`src/rtl/jtdsp16_pkg.sv`:
```
// Shared constants for the jtdsp16 address arithmetic units:
// Y-field post-modify modes, register-select codes and default address width.
package jtdsp16_pkg;

  localparam int AW_DEF = 16;

  typedef enum logic [1:0] {
    YM_NONE = 2'd0,
    YM_INC  = 2'd1,
    YM_DEC  = 2'd2,
    YM_INCJ = 2'd3
  } ymode_e;

  localparam logic [2:0] RF_R0 = 3'd0;
  localparam logic [2:0] RF_R1 = 3'd1;
  localparam logic [2:0] RF_R2 = 3'd2;
  localparam logic [2:0] RF_R3 = 3'd3;
  localparam logic [2:0] RF_J  = 3'd4;
  localparam logic [2:0] RF_K  = 3'd5;
  localparam logic [2:0] RF_RB = 3'd6;
  localparam logic [2:0] RF_RE = 3'd7;

endpackage

```
`src/rtl/jtdsp16_yaau_next.sv`:
```
// Combinational next-pointer calculator: applies one post-modify mode to a
// pointer, including the circular wrap from re back to rb on increments.
module jtdsp16_yaau_next
  import jtdsp16_pkg::*;
#(
  parameter int AW = AW_DEF
) (
  input  logic [AW-1:0] ptr,
  input  ymode_e        mode,
  input  logic [AW-1:0] j,
  input  logic [AW-1:0] rb,
  input  logic [AW-1:0] re,
  output logic [AW-1:0] nxt
);

  always_comb begin
    nxt = ptr;
    case (mode)
      YM_NONE: nxt = ptr;
      YM_INC: begin
        // re==0 disables the circular buffer entirely
        if (re != '0 && ptr == re) nxt = rb;
        else                       nxt = ptr + AW'(1);
      end
      YM_DEC:  nxt = ptr - AW'(1);
      YM_INCJ: nxt = ptr + j;
    endcase
  end

endmodule

```
`src/rtl/jtdsp16_yaau.sv`:
```
// Y-space address arithmetic unit: pointer registers r0-r3, increment j/k,
// circular bounds rb/re; zero-latency RAM address with post-modify on access.
module jtdsp16_yaau
  import jtdsp16_pkg::*;
#(
  parameter int AW = AW_DEF
) (
  input  logic          clk,
  input  logic          rst,
  input  logic          cen,
  input  logic          acc_en,
  input  logic [3:0]    y_field,
  input  logic [2:0]    r_field,
  input  logic          ram_load,
  input  logic          imm_load,
  input  logic          short_load,
  input  logic [15:0]   ram_dout,
  input  logic [15:0]   long_imm,
  input  logic [8:0]    short_imm,
  output logic [AW-1:0] ram_addr,
  output logic [15:0]   reg_dout
);

  logic [AW-1:0] r_q [4];
  logic [AW-1:0] r_d [4];
  logic [AW-1:0] j_q, j_d, k_q, k_d, rb_q, rb_d, re_q, re_d;

  logic [1:0]    sel;
  ymode_e        mode;
  logic [AW-1:0] nxt_ptr;
  logic          load_any;
  logic [AW-1:0] load_val;

  assign sel      = y_field[1:0];
  assign mode     = ymode_e'(y_field[3:2]);
  assign ram_addr = r_q[sel];

  jtdsp16_yaau_next #(.AW(AW)) u_next (
    .ptr  (r_q[sel]),
    .mode (mode),
    .j    (j_q),
    .rb   (rb_q),
    .re   (re_q),
    .nxt  (nxt_ptr)
  );

  assign load_any = imm_load | ram_load | short_load;

  always_comb begin
    load_val = AW'(short_imm);
    if (imm_load)      load_val = AW'(long_imm);
    else if (ram_load) load_val = AW'(ram_dout);
  end

  // Modify first, then the load overwrites it when both target one pointer
  always_comb begin
    r_d  = r_q;
    j_d  = j_q;
    k_d  = k_q;
    rb_d = rb_q;
    re_d = re_q;
    if (acc_en) r_d[sel] = nxt_ptr;
    if (load_any) begin
      case (r_field)
        RF_R0, RF_R1, RF_R2, RF_R3: r_d[r_field[1:0]] = load_val;
        RF_J:  j_d  = load_val;
        RF_K:  k_d  = load_val;
        RF_RB: rb_d = load_val;
        RF_RE: re_d = load_val;
        default: ;
      endcase
    end
  end

  generate
    for (genvar gi = 0; gi < 4; gi++) begin : g_ptr
      always_ff @(posedge clk) begin
        if (rst)      r_q[gi] <= '0;
        else if (cen) r_q[gi] <= r_d[gi];
      end
    end
  endgenerate

  always_ff @(posedge clk) begin
    if (rst) begin
      j_q  <= '0;
      k_q  <= '0;
      rb_q <= '0;
      re_q <= '0;
    end else if (cen) begin
      j_q  <= j_d;
      k_q  <= k_d;
      rb_q <= rb_d;
      re_q <= re_d;
    end
  end

  always_comb begin
    reg_dout = '0;
    case (r_field)
      RF_R0, RF_R1, RF_R2, RF_R3: reg_dout = 16'(r_q[r_field[1:0]]);
      RF_J:  reg_dout = 16'(j_q);
      RF_K:  reg_dout = 16'(k_q);
      RF_RB: reg_dout = 16'(rb_q);
      RF_RE: reg_dout = 16'(re_q);
      default: ;
    endcase
  end

endmodule

```
`config.mk`:
```
export PLATFORM = sky130hd
export DESIGN_NAME = jtdsp16_yaau
export DESIGN_NICKNAME = d
export VERILOG_FILES = /design/src/rtl/jtdsp16_pkg.sv /design/src/rtl/jtdsp16_yaau_next.sv /design/src/rtl/jtdsp16_yaau.sv
export SDC_FILE = /design/constraint.sdc
export NUM_CORES = 1
export LEC_CHECK = 0
export ABC_CLOCK_PERIOD_IN_PS = 4019
export CORE_UTILIZATION = 46
export CTS_CLUSTER_SIZE = 12
export DETAILED_ROUTE_END_ITERATION = 10
export GPL_ROUTABILITY_DRIVEN = 1
export PLACE_DENSITY = 0.74
export SLEW_MARGIN = 40
export SYNTH_ARGS = -nofsm -noshare
export SYNTH_HDL_FRONTEND = slang
export SYNTH_SLANG_ARGS = --single-unit
```
`constraint.sdc`:
```
create_clock -name clk -period 4.02 [get_ports clk]
set_clock_uncertainty 0.05 [all_clocks]
set_input_delay 1.005 -clock clk [delete_from_list [all_inputs] [get_ports clk]]
set_output_delay 1.005 -clock clk [all_outputs]
set_load 0.01 [all_outputs]
```
Yosys cells after proc, flatten, opt, wreduce, memory -nomap -nowiden
Cells that the tools add are included.

Register bits after elaboration: 128. Word-level logic and storage cells: 61.

Add/subtract/negate cells: 3. Magnitude comparators: 4. Eq/ne operators: 11. Multiplexer cells: 20. Bitwise logic cells: 4. Reductions and logical operators: 11.

Operators by type and width (number): 64-bit 2-to-1 mux (3); 16-bit 2-to-1 mux (9); 64-bit bitwise mux (2); 16-bit one-hot mux with 5 select lines (1); 16-bit binary-select mux with 2-bit select (2); 16-bit demux with 2-bit select (2); 16-bit one-hot mux with 4 select lines (1); 16-bit by 1-bit adder with 16-bit output (second input constant) (1); 16-bit adder (1); 16-bit == test (1); 16-bit nonzero test (1); 16-bit by 1-bit subtractor with 16-bit output (second input constant) (1); 3-bit == test (second input constant) (4); 3-bit AND reduction (4); 3-bit by 2-bit == test with 1-bit output (second input constant) (2); 3-bit >= comparator (second input constant) (2); 3-bit by 1-bit < comparator with 1-bit output (second input constant) (2); 2-bit NOT with 3-bit output (2); 2-bit == test (second input constant) (2); 4-bit OR reduction (1); 3-bit by 1-bit == test with 1-bit output (second input constant) (1); 1-bit logical AND (3); 3-bit logical NOT (1); 2-bit by 1-bit == test with 1-bit output (second input constant) (1); 2 further kinds (3).

Logic depth before layout (Yosys ltp)
Depth after elaboration: 13. Gate-level depth with buffers: 16. Mapped depth without buffers: 13.

Modules after synthesis
A second synthesis with hierarchy kept.

Cells, all modules: 962. Area total of the unflattened synthesis: 8695.8 µm².

By module, submodules not included: jtdsp16_yaau (times used 1, cells an instance 712, area an instance 6829.0 µm², seq. area each 2562.5 µm²); jtdsp16_yaau_next (times used 1, cells an instance 250, area an instance 1866.8 µm², seq. area each 0.0 µm²).

Worst setup path after synthesis
Ideal clock, no wire load.

Path type: in2reg. Start: input y_field[2]. End: register r_q[15] (netlist name). Library setup time: 70 ps. Data arrival time: 4074 ps. Required time: 3900 ps. Path slack: -174 ps. Stages: 15. Buffers on the path: 4. Path through: clkbuf_1 -> buf_6 -> buf_6 -> nand2_1 -> clkbuf_1 -> or2_2 -> ha_1 -> nand4_1 -> nor4_1 -> a2111oi_0 -> o31ai_1 -> mux2i_1 -> nand3_1 -> and4_1 -> a21oi_1.

Longest elaborated chain between the ends: 7.

Ends and longest elaborated chain: from (decl) (line jtdsp16_yaau.sv:12) `input logic [3:0] y_field,`; 2-bit == test (tied with other cells) (line jtdsp16_yaau_next.sv:18) `case (mode)`; 16-bit one-hot mux with 4 select lines (*) (line jtdsp16_yaau_next.sv:18); 64-bit bitwise mux (*) (line jtdsp16_yaau.sv:62) `if (acc_en) r_d[sel] = nxt_ptr;`; 64-bit 2-to-1 mux (*) (line jtdsp16_yaau.sv:62); 64-bit bitwise mux (line jtdsp16_yaau.sv:65) `RF_R0, RF_R1, RF_R2, RF_R3: r_d[r_field[1:0]] = load_val;`; 64-bit 2-to-1 mux (line jtdsp16_yaau.sv:64) `case (r_field)`; 64-bit 2-to-1 mux (*) (line jtdsp16_yaau.sv:63) `if (load_any) begin`; to (signal, indexed assignment) (line jtdsp16_yaau.sv:79) `else if (cen) r_q[gi] <= r_d[gi];`; to (decl) (line jtdsp16_yaau.sv:24) `logic [AW-1:0] r_q [4];`.

Every way passes the cells marked *; elsewhere a longest branch is shown, timed or not. A chain may end at the register's enable or synchronous reset.

Final worst setup path
Start: input y_field[2]. End: register r_q[60] (netlist name).

The elaborated chain is that of the path after synthesis.

==> impl_metrics.ini <==
[sta]
max_freq_ghz = 0.255
period_share = 0.975
rsz0062_at_grt = false
max_slew_margin = 0.409
min_period_ns = 3.92
setup-violations-final = 0
holdWs_ns = 0.426
final_max_slew_viol_count = 0
worst_pin_slew_ns = 0.887
hold_viol = 0

[logic_synthesis]
synth_area_sq_mm = 0.00856
synth_edf_count = 0
yosysTopAreaCell = dfxtp_1
synth_cell_types = 82
synth_seq_cells = 128
synthTopCellsByArea = dfxtp_1 (30%), mux4_2 (11%), a21oi_1 (9.2%)
yosysSeqAreaShare = 0.299
synth_warnings = 0
synth_area_per_cell_sq_um = 8.61
synth_top_area_share = 0.299
ys.flop_type = dfxtp_1
synthCells = 995
syn_nets = 1067
async_flop_share = 0

[drt]
drtIter0Drc = 1197
drt_wl_total_mm = 31.6
vias = 9182
ant_nets = 0
routedWlPerCell_um = 22.4
first_pass_iters = 9
vias_per_cell = 6.50
post-route-drc-count = 7

[pwr]
combPwrFrac = 0.282
p_int_mw = 2.77
clock_power_share = 0.380
power_frac_seq = 0.338
ir_drop_mv = 0.296
p_sw_mw = 1.28
p_leak_nw = 4.27
power_density_mw_per_mm2 = 361
swShare = 0.316

[clock_tree]
cts_tree = yes
cts_hold_buffers = 0
cts_buffers = 17
htree_levels = 4
cts.sinks = 128
root_buffer = clkbuf_16
cts.clk_slew.worst_paths_ns = 0.06
clk_latency_ns = 0.43
clockBufferDepth = 2

[floorplanning]
coreArea_sq_mm = 0.0181
fp.dieArea_sq_mm = 0.0192
io_pins = 87
rows = 49
die_width_um = 138
start_util = 0.473
dieHeight_um = 138

[placement]
placement.cell_area_sq_mm = 0.0104
gp_congestion = 0.995
dp_hpwl_mm = 23.0
io_buffer_count = 86

[setup_path]
crit_required_ns = 4.27
slowest_delay_ns = 0.60
path_delay_family = compound AO/OA/AOI/OAI gates
start_kind = input pin
cp_num_buf_inv = 2
slowest_stage = clkdlybuf4s50_1
worstSetupPathType = in -> reg
cp_max_fo = 9
crit_arrival_ns = 4.17
crit_top_cell = o21a_1
crit_chain = clkdlybuf4s50_1 -> nand2_2 -> or2_2 -> ha_1 -> buf_4 -> nor2b_2 -> o21a_1 -> o21ai_1 -> a211oi_2 -> o21a_1 -> or3_1 -> a21oi_1 -> a211oi_1
rrSetupSlack_ns = 0.85
worstSetupEndpointType = flop

[cells_and_area]
syn_to_final_growth_pct = 31.0
antenna_cells = 0
nets = 1242
nFillCells = 1518
final_area_sq_mm = 0.0112
drive_gt1_frac = 0.262

[grt]
grt_start_max_net_pins = 68
antenna_found_initial = 0
met2_usage = 0.524
grt_util_met1 = 0.430
grtUsageTotal = 0.335
grt_pass1_vias = 8622
use_met3 = 0.0752
grt.busiest_layer = met2
overflow = 0
grt_pass1_wl_mm = 49.0

[flow_run]
drv_cap = 0

[run_status]
status = finished with violations
violations = DRC

[min_path]
min_path_type = reg -> reg
synthesized netlist by cell type (3+ instances only):
cell      count
a21oi_1     158
nor2_1      139
dfxtp_1     128
o21ai_0      65
clkbuf_1     59
mux4_2       43
a211oi_1     36
nand2_1      30
a31oi_1      28
or2_2        19
mux2_2       18
xnor2_1      18
ha_1         16
nand3_1      16
nor2b_1      16
mux2i_1      14
nor4_1       12
nand4_1      11
inv_1        10
buf_1         9
a22oi_1       8
and2_1        8
nand2b_1      8
o221ai_1      8
nor3_1        7
xnor2_2       7
o21a_1        6
or3_1         6
a21oi_2       5
buf_6         5
mux4_1        5
o211ai_1      5
a41oi_1       4
and3_1        4
a32oi_1       3
nor3b_1       3
tightest hold or removal path: cells and delay by family (launching register included):
kind            cells  cell delay (ns)
flops               1             0.32
simple gates        1             0.07
compound gates      1             0.06
power groups by stage:
| stage | logic (mW) | registers, mW | clock network, mW |
|---|---|---|---|
| finish | 1.14 | 1.37 | 1.54 |
| global route | 1.21 | 1.37 | 1.60 |
| floorplan | 0.622 | 1.37 | 0 |
| detailed placement | 1.08 | 1.39 | 0 |
| CTS | 1.10 | 1.37 | 1.55 |
| global placement | 1.06 | 1.39 | 0 |
path summary, 6_finish.rpt:
path	startpoint	to	cells past startpoint
setup / recovery	y_field[2]	r_q[60]	13
hold / removal	k_q[2]	k_q[2]	2
setup reg to reg	r_q[2]	r_q[60]	11
hold reg to reg	k_q[2]	k_q[2]	2
state kept, by name (all words and copies together), names as in the netlist:
register / flops
j_q: 16
r_q: 64
re_q: 16
rb_q: 16
k_q: 16
metal layers:
layer | vias up | wire length, um
li1 | 4100 | -
met1 | 4333 | 12300
met2 | 626 | 14200
met3 | 123 | 3270
met4 | 0 | 1760
met5 | - | 0
metrics by stage:
stage | std cells | worst slack (ns) | power [mW] | util | TNS (ns)
finish | 1412 | 0.102 | 4.05 | 0.620 | 0
detailed placement | 1363 | -0.627 | 2.47 | 0.577 | -30.84
global route | 1412 | 0.00151 | 4.19 | 0.620 | 0
floorplan | 995 | 0.0239 | 2.00 | - | 0
CTS | 1408 | 0.00812 | 4.01 | 0.616 | 0
global placement | 1361 | -0.543 | 2.45 | 0.576 | -27.34
layout by cell type (no fill, tap or decap), drive strengths merged, types with 9 or more instances in the layout:
| master | Yosys | routed |
|---|---|---|
| a21oi | 163 | 163 |
| buf | 18 | 149 |
| nor2 | 141 | 141 |
| dfxtp | 128 | 128 |
| clkdlybuf4s50 | 0 | 79 |
| o21ai | 66 | 66 |
| mux4 | 48 | 48 |
| a211oi | 36 | 36 |
| nand2 | 31 | 31 |
| a31oi | 28 | 28 |
| xnor2 | 25 | 25 |
| or2 | 19 | 19 |
| clkbuf | 59 | 19 |
| mux2 | 18 | 18 |
| nand3 | 18 | 18 |
| nor2b | 16 | 16 |
| ha | 16 | 16 |
| mux2i | 14 | 14 |
| nor4 | 13 | 13 |
| inv | 10 | 13 |
| nand4 | 11 | 11 |
| and2 | 9 | 9 |
| a22oi | 9 | 9 |
area by class of cell:
| cell class | instances | area (sq um) | share of cell area |
|---|---|---|---|
| multi-input combinational | 778 | 5680 | 0.507 |
| clock buffer | 17 | 425 | 0.0379 |
| clock inverter | 15 | 161 | 0.0144 |
| sequential | 128 | 2560 | 0.228 |
| tap | 229 | 287 | 0.0255 |
| inverter | 11 | 41.3 | 0.00368 |
| timing repair buffer | 234 | 2060 | 0.183 |
cells by family (layout without fill, tap and decap cells):
group                    Yosys count  in the layout  synth area share
AND/OR/NAND/NOR                  300            300             0.175
flip-flops                       128            128             0.299
multiplexers                      80             80             0.168
buffers and inverters             89            277            0.0466
adder cells (fa/ha/maj)           17             17            0.0257
AO/OA/AOI/OAI                    354            354             0.251
XOR/XNOR                          27             27            0.0338
timing repair:
action	in CTS	in global routing
pin swaps	0	5
gates cloned	1	0
setup buffers	12	2
gates resized for setup	9	15
endpoints found under the setup margin	49	28
Power figures use the tool's default switching activity.
